`config.mk`:
```
export PLATFORM = sky130hd
export DESIGN_NAME = despreader_ss_flat
export DESIGN_NICKNAME = d
export VERILOG_FILES = /design/src/rtl/despreader_ss_pkg.sv /design/src/rtl/despreader_ss_if.sv /design/src/rtl/despread_acc.sv /design/src/rtl/despreader_ss.sv /design/src/flat_wrapper.sv
export SDC_FILE = /design/constraint.sdc
export NUM_CORES = 1
export LEC_CHECK = 0
export BUFFER_PORTS_ARGS = -buffer_cell sky130_fd_sc_hd__buf_2
export CAP_MARGIN = 10
export CORE_MARGIN = 8
export CORE_UTILIZATION = 60
export DETAILED_ROUTE_END_ITERATION = 6
export GPL_TIMING_DRIVEN = 0
export HOLD_SLACK_MARGIN = 0.06
export PLACE_DENSITY = 0.85
export SYNTH_ARGS = -nofsm -noshare
export SYNTH_HDL_FRONTEND = slang
export SYNTH_HIERARCHICAL = 1
export SYNTH_SLANG_ARGS = --single-unit
```
`constraint.sdc`:
```
create_clock -name clk -period 6.18 [get_ports clk]
set_input_delay 1.236 -clock clk [delete_from_list [all_inputs] [get_ports clk]]
set_output_delay 1.236 -clock clk [all_outputs]
set_load 0.02 [all_outputs]
```
`src/rtl/despreader_ss_pkg.sv`:
```
// Shared types and helpers for the spread-spectrum despreader.
// Group FSM states, default widths and sizing helpers used by every despreader file.
package demapper_ss_pkg;

  localparam int DATA_W_DEF      = 12;
  localparam int SF_LOG2_MAX_DEF = 4;
  localparam int M_W_DEF         = 3;

  typedef enum logic {
    IDLE  = 1'b0,
    ACCUM = 1'b1
  } state_t;

  function automatic int clamp_sf(input int sf_log2, input int sf_log2_max);
    return (sf_log2 > sf_log2_max) ? sf_log2_max : sf_log2;
  endfunction

  // A sum of 2^SF_LOG2_MAX chips needs SF_LOG2_MAX extra bits to never overflow.
  function automatic int acc_width(input int data_w, input int sf_log2_max);
    return data_w + sf_log2_max;
  endfunction

endpackage

```
`src/rtl/despreader_ss_if.sv`:
```
// Chip-in / symbol-out stream bundle of the despreader.
// The slave modport is the despreader's view; the master modport is the surrounding pipeline's view.
interface despreader_ss_if
  import demapper_ss_pkg::*;
#(
  parameter int DATA_W      = DATA_W_DEF,
  parameter int SF_LOG2_MAX = SF_LOG2_MAX_DEF,
  parameter int M_W         = M_W_DEF
);
  localparam int SW = $clog2(SF_LOG2_MAX + 1);

  logic [SW-1:0]            sf_log2_in;
  logic [M_W-1:0]           index_M_in;
  logic                     sof;
  logic                     ival;
  logic                     iready;
  logic signed [DATA_W-1:0] subc_i;
  logic signed [DATA_W-1:0] subc_q;
  logic                     oval;
  logic                     oready;
  logic signed [DATA_W-1:0] osubc_i;
  logic signed [DATA_W-1:0] osubc_q;
  logic [SW-1:0]            index_SS_out;
  logic [M_W-1:0]           index_M_out;
  logic                     group_drop;

  modport slave (
    input  sf_log2_in, index_M_in, sof, ival, subc_i, subc_q, oready,
    output iready, oval, osubc_i, osubc_q, index_SS_out, index_M_out, group_drop
  );

  modport master (
    output sf_log2_in, index_M_in, sof, ival, subc_i, subc_q, oready,
    input  iready, oval, osubc_i, osubc_q, index_SS_out, index_M_out, group_drop
  );
endinterface

```
`src/rtl/despread_acc.sv`:
```
// One channel of the despreader: signed chip accumulator plus divide-by-SF shift.
// DESPREAD_ROUND_EN selects round-half-up with saturation; otherwise a plain floor shift.
module despread_acc
  import demapper_ss_pkg::*;
#(
  parameter int DATA_W      = DATA_W_DEF,
  parameter int SF_LOG2_MAX = SF_LOG2_MAX_DEF,
  parameter int SW          = $clog2(SF_LOG2_MAX_DEF + 1)
) (
  input  logic                     clk,
  input  logic                     rst_n,
  input  logic                     load,
  input  logic                     add,
  input  logic                     emit,
  input  logic signed [DATA_W-1:0] chip,
  input  logic [SW-1:0]            k,
  output logic signed [DATA_W-1:0] result
);
  localparam int AW = acc_width(DATA_W, SF_LOG2_MAX);

  logic signed [AW-1:0] acc;
  logic signed [AW-1:0] chip_ext;
  logic signed [AW-1:0] sum;

  // A load starts a fresh group, so the old accumulator contents are ignored.
  assign chip_ext = {{SF_LOG2_MAX{chip[DATA_W-1]}}, chip};
  assign sum      = (load ? AW'(0) : acc) + chip_ext;

  always_ff @(posedge clk or negedge rst_n) begin
    if (!rst_n) begin
      acc <= '0;
    end else if (emit) begin
      acc <= '0;
    end else if (load) begin
      acc <= chip_ext;
    end else if (add) begin
      acc <= sum;
    end
  end

`ifdef DESPREAD_ROUND_EN
  localparam logic signed [AW:0] MAX_V = (AW+1)'((2 ** (DATA_W - 1)) - 1);
  localparam logic signed [AW:0] MIN_V = (AW+1)'(-(2 ** (DATA_W - 1)));

  logic signed [AW:0] rnd;
  logic signed [AW:0] sum_ext;
  logic signed [AW:0] rounded;

  always_comb begin
    rnd = '0;
    if (k != '0) begin
      rnd = (AW+1)'(1) << (k - SW'(1));
    end
    sum_ext = $signed({sum[AW-1], sum}) + rnd;
    rounded = sum_ext >>> k;
    if (rounded > MAX_V) begin
      result = DATA_W'(MAX_V);
    end else if (rounded < MIN_V) begin
      result = DATA_W'(MIN_V);
    end else begin
      result = DATA_W'(rounded);
    end
  end
`else
  logic signed [AW-1:0] shifted;

  assign shifted = sum >>> k;
  assign result  = DATA_W'(shifted);
`endif

endmodule

```
`src/rtl/despreader_ss.sv`:
```
// Spread-spectrum despreader: averages 2^sf_log2 repeated I/Q chips into one symbol.
// Optional rounding is enabled by defining DESPREAD_ROUND_EN (default build floors).
module despreader_ss
  import demapper_ss_pkg::*;
#(
  parameter int DATA_W      = DATA_W_DEF,
  parameter int SF_LOG2_MAX = SF_LOG2_MAX_DEF,
  parameter int M_W         = M_W_DEF
) (
  input logic            clk,
  input logic            rst_n,
  despreader_ss_if.slave bus
);
  localparam int SW = $clog2(SF_LOG2_MAX + 1);
  localparam int CW = SF_LOG2_MAX + 1;

  state_t                   state, state_n;
  logic [CW-1:0]            cnt, cnt_n, last_cnt;
  logic [SW-1:0]            k_lat, k_now, k_use;
  logic [M_W-1:0]           m_lat, m_use;
  logic                     accept, start, load, add, emit, drop;
  logic signed [DATA_W-1:0] res_i, res_q;

  assign bus.iready = !bus.oval || bus.oready;
  assign accept     = bus.ival && bus.iready;
  assign k_now      = SW'(clamp_sf(int'(bus.sf_log2_in), SF_LOG2_MAX));
  assign k_use      = start ? k_now : k_lat;
  assign m_use      = start ? bus.index_M_in : m_lat;
  assign last_cnt   = (CW'(1) << k_lat) - CW'(1);

  // A sof chip always opens a new group, abandoning any partial one.
  always_comb begin
    state_n = state;
    cnt_n   = cnt;
    start   = 1'b0;
    load    = 1'b0;
    add     = 1'b0;
    emit    = 1'b0;
    drop    = 1'b0;
    if (accept) begin
      if (state == IDLE || bus.sof) begin
        start = 1'b1;
        load  = 1'b1;
        drop  = (state == ACCUM);
        if (k_now == '0) begin
          emit    = 1'b1;
          state_n = IDLE;
          cnt_n   = '0;
        end else begin
          state_n = ACCUM;
          cnt_n   = CW'(1);
        end
      end else begin
        add = 1'b1;
        if (cnt == last_cnt) begin
          emit    = 1'b1;
          state_n = IDLE;
          cnt_n   = '0;
        end else begin
          cnt_n = cnt + CW'(1);
        end
      end
    end
  end

  always_ff @(posedge clk or negedge rst_n) begin
    if (!rst_n) begin
      state <= IDLE;
      cnt   <= '0;
      k_lat <= '0;
      m_lat <= '0;
    end else begin
      state <= state_n;
      cnt   <= cnt_n;
      if (start) begin
        k_lat <= k_now;
        m_lat <= bus.index_M_in;
      end
    end
  end

  // A held symbol is only replaced by an emit, which requires the downstream to be taking it.
  always_ff @(posedge clk or negedge rst_n) begin
    if (!rst_n) begin
      bus.oval         <= 1'b0;
      bus.osubc_i      <= '0;
      bus.osubc_q      <= '0;
      bus.index_SS_out <= '0;
      bus.index_M_out  <= '0;
      bus.group_drop   <= 1'b0;
    end else begin
      bus.group_drop <= drop;
      if (emit) begin
        bus.oval         <= 1'b1;
        bus.osubc_i      <= res_i;
        bus.osubc_q      <= res_q;
        bus.index_SS_out <= k_use;
        bus.index_M_out  <= m_use;
      end else if (bus.oready) begin
        bus.oval <= 1'b0;
      end
    end
  end

  despread_acc #(.DATA_W(DATA_W), .SF_LOG2_MAX(SF_LOG2_MAX), .SW(SW)) u_acc_i (
    .clk(clk), .rst_n(rst_n), .load(load), .add(add), .emit(emit),
    .chip(bus.subc_i), .k(k_use), .result(res_i)
  );

  despread_acc #(.DATA_W(DATA_W), .SF_LOG2_MAX(SF_LOG2_MAX), .SW(SW)) u_acc_q (
    .clk(clk), .rst_n(rst_n), .load(load), .add(add), .emit(emit),
    .chip(bus.subc_q), .k(k_use), .result(res_q)
  );

endmodule

```
`src/flat_wrapper.sv`:
```
// flat-port wrapper written by rule: the top's interface ports become plain ports
module despreader_ss_flat import demapper_ss_pkg::*;
#(
  parameter int DATA_W      = DATA_W_DEF,
  parameter int SF_LOG2_MAX = SF_LOG2_MAX_DEF,
  parameter int M_W         = M_W_DEF
)
  (clk, rst_n, bus_sf_log2_in, bus_index_M_in, bus_sof, bus_ival, bus_subc_i, bus_subc_q, bus_oready, bus_iready, bus_oval, bus_osubc_i, bus_osubc_q, bus_index_SS_out, bus_index_M_out, bus_group_drop);
  despreader_ss_if #(.DATA_W(DATA_W), .SF_LOG2_MAX(SF_LOG2_MAX), .M_W(M_W)) bus_i ();
  input logic clk;
  input logic rst_n;
  input wire logic [$bits(bus_i.sf_log2_in)-1:0] bus_sf_log2_in;
  input wire logic [$bits(bus_i.index_M_in)-1:0] bus_index_M_in;
  input wire logic [$bits(bus_i.sof)-1:0] bus_sof;
  input wire logic [$bits(bus_i.ival)-1:0] bus_ival;
  input wire logic [$bits(bus_i.subc_i)-1:0] bus_subc_i;
  input wire logic [$bits(bus_i.subc_q)-1:0] bus_subc_q;
  input wire logic [$bits(bus_i.oready)-1:0] bus_oready;
  output wire logic [$bits(bus_i.iready)-1:0] bus_iready;
  output wire logic [$bits(bus_i.oval)-1:0] bus_oval;
  output wire logic [$bits(bus_i.osubc_i)-1:0] bus_osubc_i;
  output wire logic [$bits(bus_i.osubc_q)-1:0] bus_osubc_q;
  output wire logic [$bits(bus_i.index_SS_out)-1:0] bus_index_SS_out;
  output wire logic [$bits(bus_i.index_M_out)-1:0] bus_index_M_out;
  output wire logic [$bits(bus_i.group_drop)-1:0] bus_group_drop;
  assign bus_i.sf_log2_in = bus_sf_log2_in;
  assign bus_i.index_M_in = bus_index_M_in;
  assign bus_i.sof = bus_sof;
  assign bus_i.ival = bus_ival;
  assign bus_i.subc_i = bus_subc_i;
  assign bus_i.subc_q = bus_subc_q;
  assign bus_i.oready = bus_oready;
  assign bus_iready = bus_i.iready;
  assign bus_oval = bus_i.oval;
  assign bus_osubc_i = bus_i.osubc_i;
  assign bus_osubc_q = bus_i.osubc_q;
  assign bus_index_SS_out = bus_i.index_SS_out;
  assign bus_index_M_out = bus_i.index_M_out;
  assign bus_group_drop = bus_i.group_drop;
  despreader_ss #(.DATA_W(DATA_W), .SF_LOG2_MAX(SF_LOG2_MAX), .M_W(M_W)) u_core (.clk(clk), .rst_n(rst_n), .bus(bus_i));
endmodule
```
==> results.py <==
metrics = {
    "setup_path": {
        "path_cells": "buf_2 -> nand2b_1 -> nand3_1 -> inv_1 -> clkbuf_1 -> clkbuf_1 -> nor2b_1 -> ha_1 -> fa_1 -> a21o_1 -> a211oi_2 -> o21ai_1 -> a2111oi_0 -> nor4_1 -> o22a_1 -> o32ai_1 -> mux2_1",
        "worst-path-max-fanout": 10,
        "r2r.worst_path.cells": 16,
        "cpPeakStageDelay_ps": 600,
        "cp_top_family": "compound AO/OA/AOI/OAI gates",
        "ff2ff_setup_slack_ps": 970,
        "required_ps": 6480,
        "worst_setup_start_kind": "input pin",
        "worst_r2r_startpoint": "u_core/state",
        "timing.critical_path.buf_inv": 4,
        "worstSetupEndpointType": "flop",
        "r2r_end": "u_core/bus.osubc_q[7]",
        "path_class": "in -> reg",
        "cp_common_cell": "sky130_fd_sc_hd__clkbuf_1",
        "cpMaxStageDelayCell": "sky130_fd_sc_hd__a2111oi_0",
        "crit_arrival_ps": 6100,
    },
    "timing": {
        "finalHoldViolCount": 0,
        "clock.fmax_mhz": 172,
        "worst_pin_slew_ps": 831,
        "setup_total_negative_slack_ps": 0,
        "post_route_worst_hold_slack_ps": 491,
        "final-max-slew-violation-count": 0,
        "grt_setup_unrepaired": "false",
        "slew_headroom_pct": 44.0,
        "finalSetupViolations": 0,
        "finalWorstPathRequiredPeriod_ps": 5800,
        "timing.final.crit_share_pct": 93.8,
        "finalClockSkew_ps": 8.26,
    },
    "yosys": {
        "syn-mean-instance-area_um2": 9.22,
        "synth-async-reset-ratio_pct": 100,
        "mappedNetlistNets": 768,
        "complex_gate_fraction_of_the_synthesized_area_pct": 20.9,
        "top_reg_cell_synth": "sky130_fd_sc_hd__dfrtp_1",
        "synth-warning-count": 6,
        "post_synth_fa_ha_maj_area_fraction_pct": 6.84,
        "yosys-mux-area-fraction_pct": 16.7,
        "synth_xor_xnor_area_share_pct": 3.53,
        "synth_sequential_area_ratio_pct": 29.5,
        "synth.distinct_cells": 80,
        "synth-seq-cells": 76,
        "synth_simple_gate_area_share_pct": 18.0,
        "synthDominantCellAreaShare_pct": 29.5,
        "number_of_synthesized_flops_with_an_enable_pin": 0,
        "cells_taking_the_most_area_after_synthesis": "sky130_fd_sc_hd__dfrtp_1 30%, sky130_fd_sc_hd__mux2_2 7.7%, sky130_fd_sc_hd__ha_1 6.2%",
        "synthCells": 699,
        "combinational_family_with_the_most_area_after_synthesis": "compound AO/OA/AOI/OAI gates",
        "syn-cell-area_mm2": 0.00644,
        "netlist.top_cell.by_area": "sky130_fd_sc_hd__dfrtp_1",
    },
    "floorplanning": {
        "core_area_mm2": 0.0107,
        "chipHeight_um": 120,
        "design.die.area_mm2": 0.0143,
        "core.rowCount": 38,
        "die_width_um": 120,
        "starting_density_pct": 60.5,
        "ios": 68,
    },
    "layout": {
        "layoutNonFillerInstCount": 924,
        "mostFrequentLayoutCell": "sky130_fd_sc_hd__dfrtp_1",
        "final_layout_size_suffix_gt1_share_pct": 21.9,
        "antennaDiodeCount": 0,
        "post-route-util_pct": 67.3,
        "area_delta_synth_final_pct": 11.3,
        "design.final.nets": 848,
        "layout_common_cells": "76 x sky130_fd_sc_hd__dfrtp_1, 70 x sky130_fd_sc_hd__buf_2, 70 x sky130_fd_sc_hd__nor2_1",
    },
    "pwr": {
        "intPower_mw": 1.94,
        "p_leak_nw": 3.26,
        "total_switching_power_mw": 1.77,
        "power_per_cell_area_mw_per_mm2": 517,
        "pwr-share-comb_pct": 67.8,
        "pwr-share-seq_pct": 22.5,
        "peakVddDrop_mv": 0.250,
        "clockPowerShare_pct": 9.7,
        "switching_share_pct": 47.7,
    },
    "grt": {
        "globalRoute.totalOverflow": 0,
        "antenna_found_initial": 0,
        "global_route_wire_length_before_repair_mm": 27.9,
        "track_usage_pct": 23.4,
        "grt_start_max_net_pins": 75,
        "first_global_vias": 5942,
    },
    "hold_path": {
        "holdCritStartpoint": "u_core/bus.index_M_out[0]",
        "hold_depth": 1,
        "timing.hold.worst.class": "reg -> reg",
        "hold-path-endpoint": "u_core/bus.index_M_out[0]",
    },
    "clock_network": {
        "cts.path.max_buffers": 2,
        "cts_resized": 0,
        "worstSkewPairLatency_ps": 360,
        "cts.sinks": 76,
        "cts-buffers-inserted": 9,
        "clockRootBuffer": "sky130_fd_sc_hd__clkbuf_8",
        "clk_pin_slew_ps": 90,
        "postCtsHoldBufs": 0,
        "tritoncts_clock_tree": "done",
        "cts_max_level": 3,
        "cts.repair_timing.setup_buffer_count": 0,
    },
    "run_status": {
        "outcome": "completed",
    },
    "route": {
        "route.detailed.vias_per_inst": 6.25,
        "drcViolationCount": 0,
        "dr_total_vias": 5778,
        "routed_wire_length_per_instance_um": 18.2,
        "dr.first_iter.drc_count": 356,
        "finalWirelength_mm": 16.8,
        "firstDrtPassIters": 7,
        "remaining_number_of_nets_flagged_by_the_antenna_check_after_routing": 0,
    },
    "flow_run": {
        "max_cap_violations": 0,
    },
    "placement": {
        "globalplace.congestion": 0.917,
        "io_buffer_count": 67,
        "place_hpwl_mm": 12.8,
        "placedCellCount": 908,
    },
}
metrics by stage:
step	setup WS [ps]	total power, mW	cell area, µm²
3_5_place_dp	113	3.30	6990
5_1_grt	138	3.98	7170
6_report	383	3.71	7170
3_3_place_gp	322	3.18	6950
2_1_floorplan	1000	2.69	6440
4_1_cts	486	3.67	7170
cell usage after synthesis (all sizes together) (3+ instances only):
cell / count
a21o: 17
nor3: 14
mux2: 49
o211a: 6
a21oi: 50
nor3b: 5
xor2: 8
o2bb2ai: 4
ha: 32
nand3: 8
nand3b: 4
nor4: 3
and2: 4
a2111oi: 6
o31ai: 8
buf: 15
o21ai: 33
nor2: 70
mux2i: 34
o22ai: 5
clkbuf: 29
and4: 5
o211ai: 8
a211o: 4
inv: 15
xnor2: 18
nand4: 4
nand2: 34
nor4b: 3
a211oi: 17
o21a: 12
or3: 5
dfrtp: 76
nor2b: 39
a31oi: 3
mux4: 8
nand2b: 5
and3: 11
area by class of cell:
type / count / area, µm²
multi-input cells: 562 / 4250
flip-flops and latches: 76 / 1900
well taps: 140 / 175
clock buffers: 10 / 128
repair buffers: 69 / 377
fillers: 893 / 3480
plain buffers: 44 / 226
clock inverters: 6 / 48.8
inverters: 17 / 63.8
flip-flops by register name, summed over array words and instances (netlist names):
name,count
u_core/bus.index_M_out,3
u_core/bus.index_SS_out,3
u_core/bus.group_drop,1
u_core/u_acc_q/acc,16
u_core/k_lat,3
u_core/bus.osubc_q,12
u_core/m_lat,3
u_core/state,1
u_core/bus.osubc_i,12
u_core/cnt,5
u_core/bus.oval,1
u_core/u_acc_i/acc,16
logic make-up after synthesis:
| group | after synthesis |
|---|---|
| simple gates | 221 |
| compound gates | 190 |
| mux | 91 |
| flops | 76 |
| buf+inv | 61 |
| fa+ha+maj | 34 |
| xor+xnor | 26 |
worst reg2reg max path, stage by stage (launching register included):
cell	delay, ps
sky130_fd_sc_hd__dfrtp_1	400
sky130_fd_sc_hd__nand2b_1	190
sky130_fd_sc_hd__nand3_1	330
sky130_fd_sc_hd__inv_1	260
sky130_fd_sc_hd__clkbuf_1	350
sky130_fd_sc_hd__clkbuf_1	470
sky130_fd_sc_hd__nor2b_1	110
sky130_fd_sc_hd__ha_1	240
sky130_fd_sc_hd__fa_1	420
sky130_fd_sc_hd__a21o_1	220
sky130_fd_sc_hd__a211oi_2	410
sky130_fd_sc_hd__o21ai_1	230
sky130_fd_sc_hd__a2111oi_0	600
sky130_fd_sc_hd__nor4_1	130
sky130_fd_sc_hd__o22a_1	230
sky130_fd_sc_hd__o32ai_1	350
sky130_fd_sc_hd__mux2_1	200
per-layer routing:
metal  global-route usage [%]  wire length, µm
met3                     3.71              819
met2                     41.3             8500
met5                        0                0
met4                     8.82              332
met1                     28.0             7160
power by group through the flow:
stage | logic (mW) | registers [mW] | clock network (mW)
2_1_floorplan | 1.76 | 0.927 | 0
3_3_place_gp | 2.36 | 0.823 | 0
5_1_grt | 2.73 | 0.858 | 0.385
3_5_place_dp | 2.46 | 0.840 | 0
6_report | 2.52 | 0.834 | 0.359
4_1_cts | 2.48 | 0.830 | 0.364
how the worst max path moves through the flow:
stage,start,endpoint,slack [ps],cells past startpoint
5_1_grt,bus_sof,u_core/bus.osubc_q[7],140,17
2_1_floorplan,bus_oready,u_core/bus.osubc_i[5],1000,16
6_report,bus_sof,u_core/bus.osubc_q[7],380,17
3_3_place_gp,bus_sof,u_core/bus.osubc_q[4],320,16
4_1_cts,bus_sof,u_core/bus.osubc_q[7],490,17
3_5_place_dp,bus_sof,u_core/bus.osubc_q[7],110,17
No activity file was read; power rests on OpenSTA's default activity.
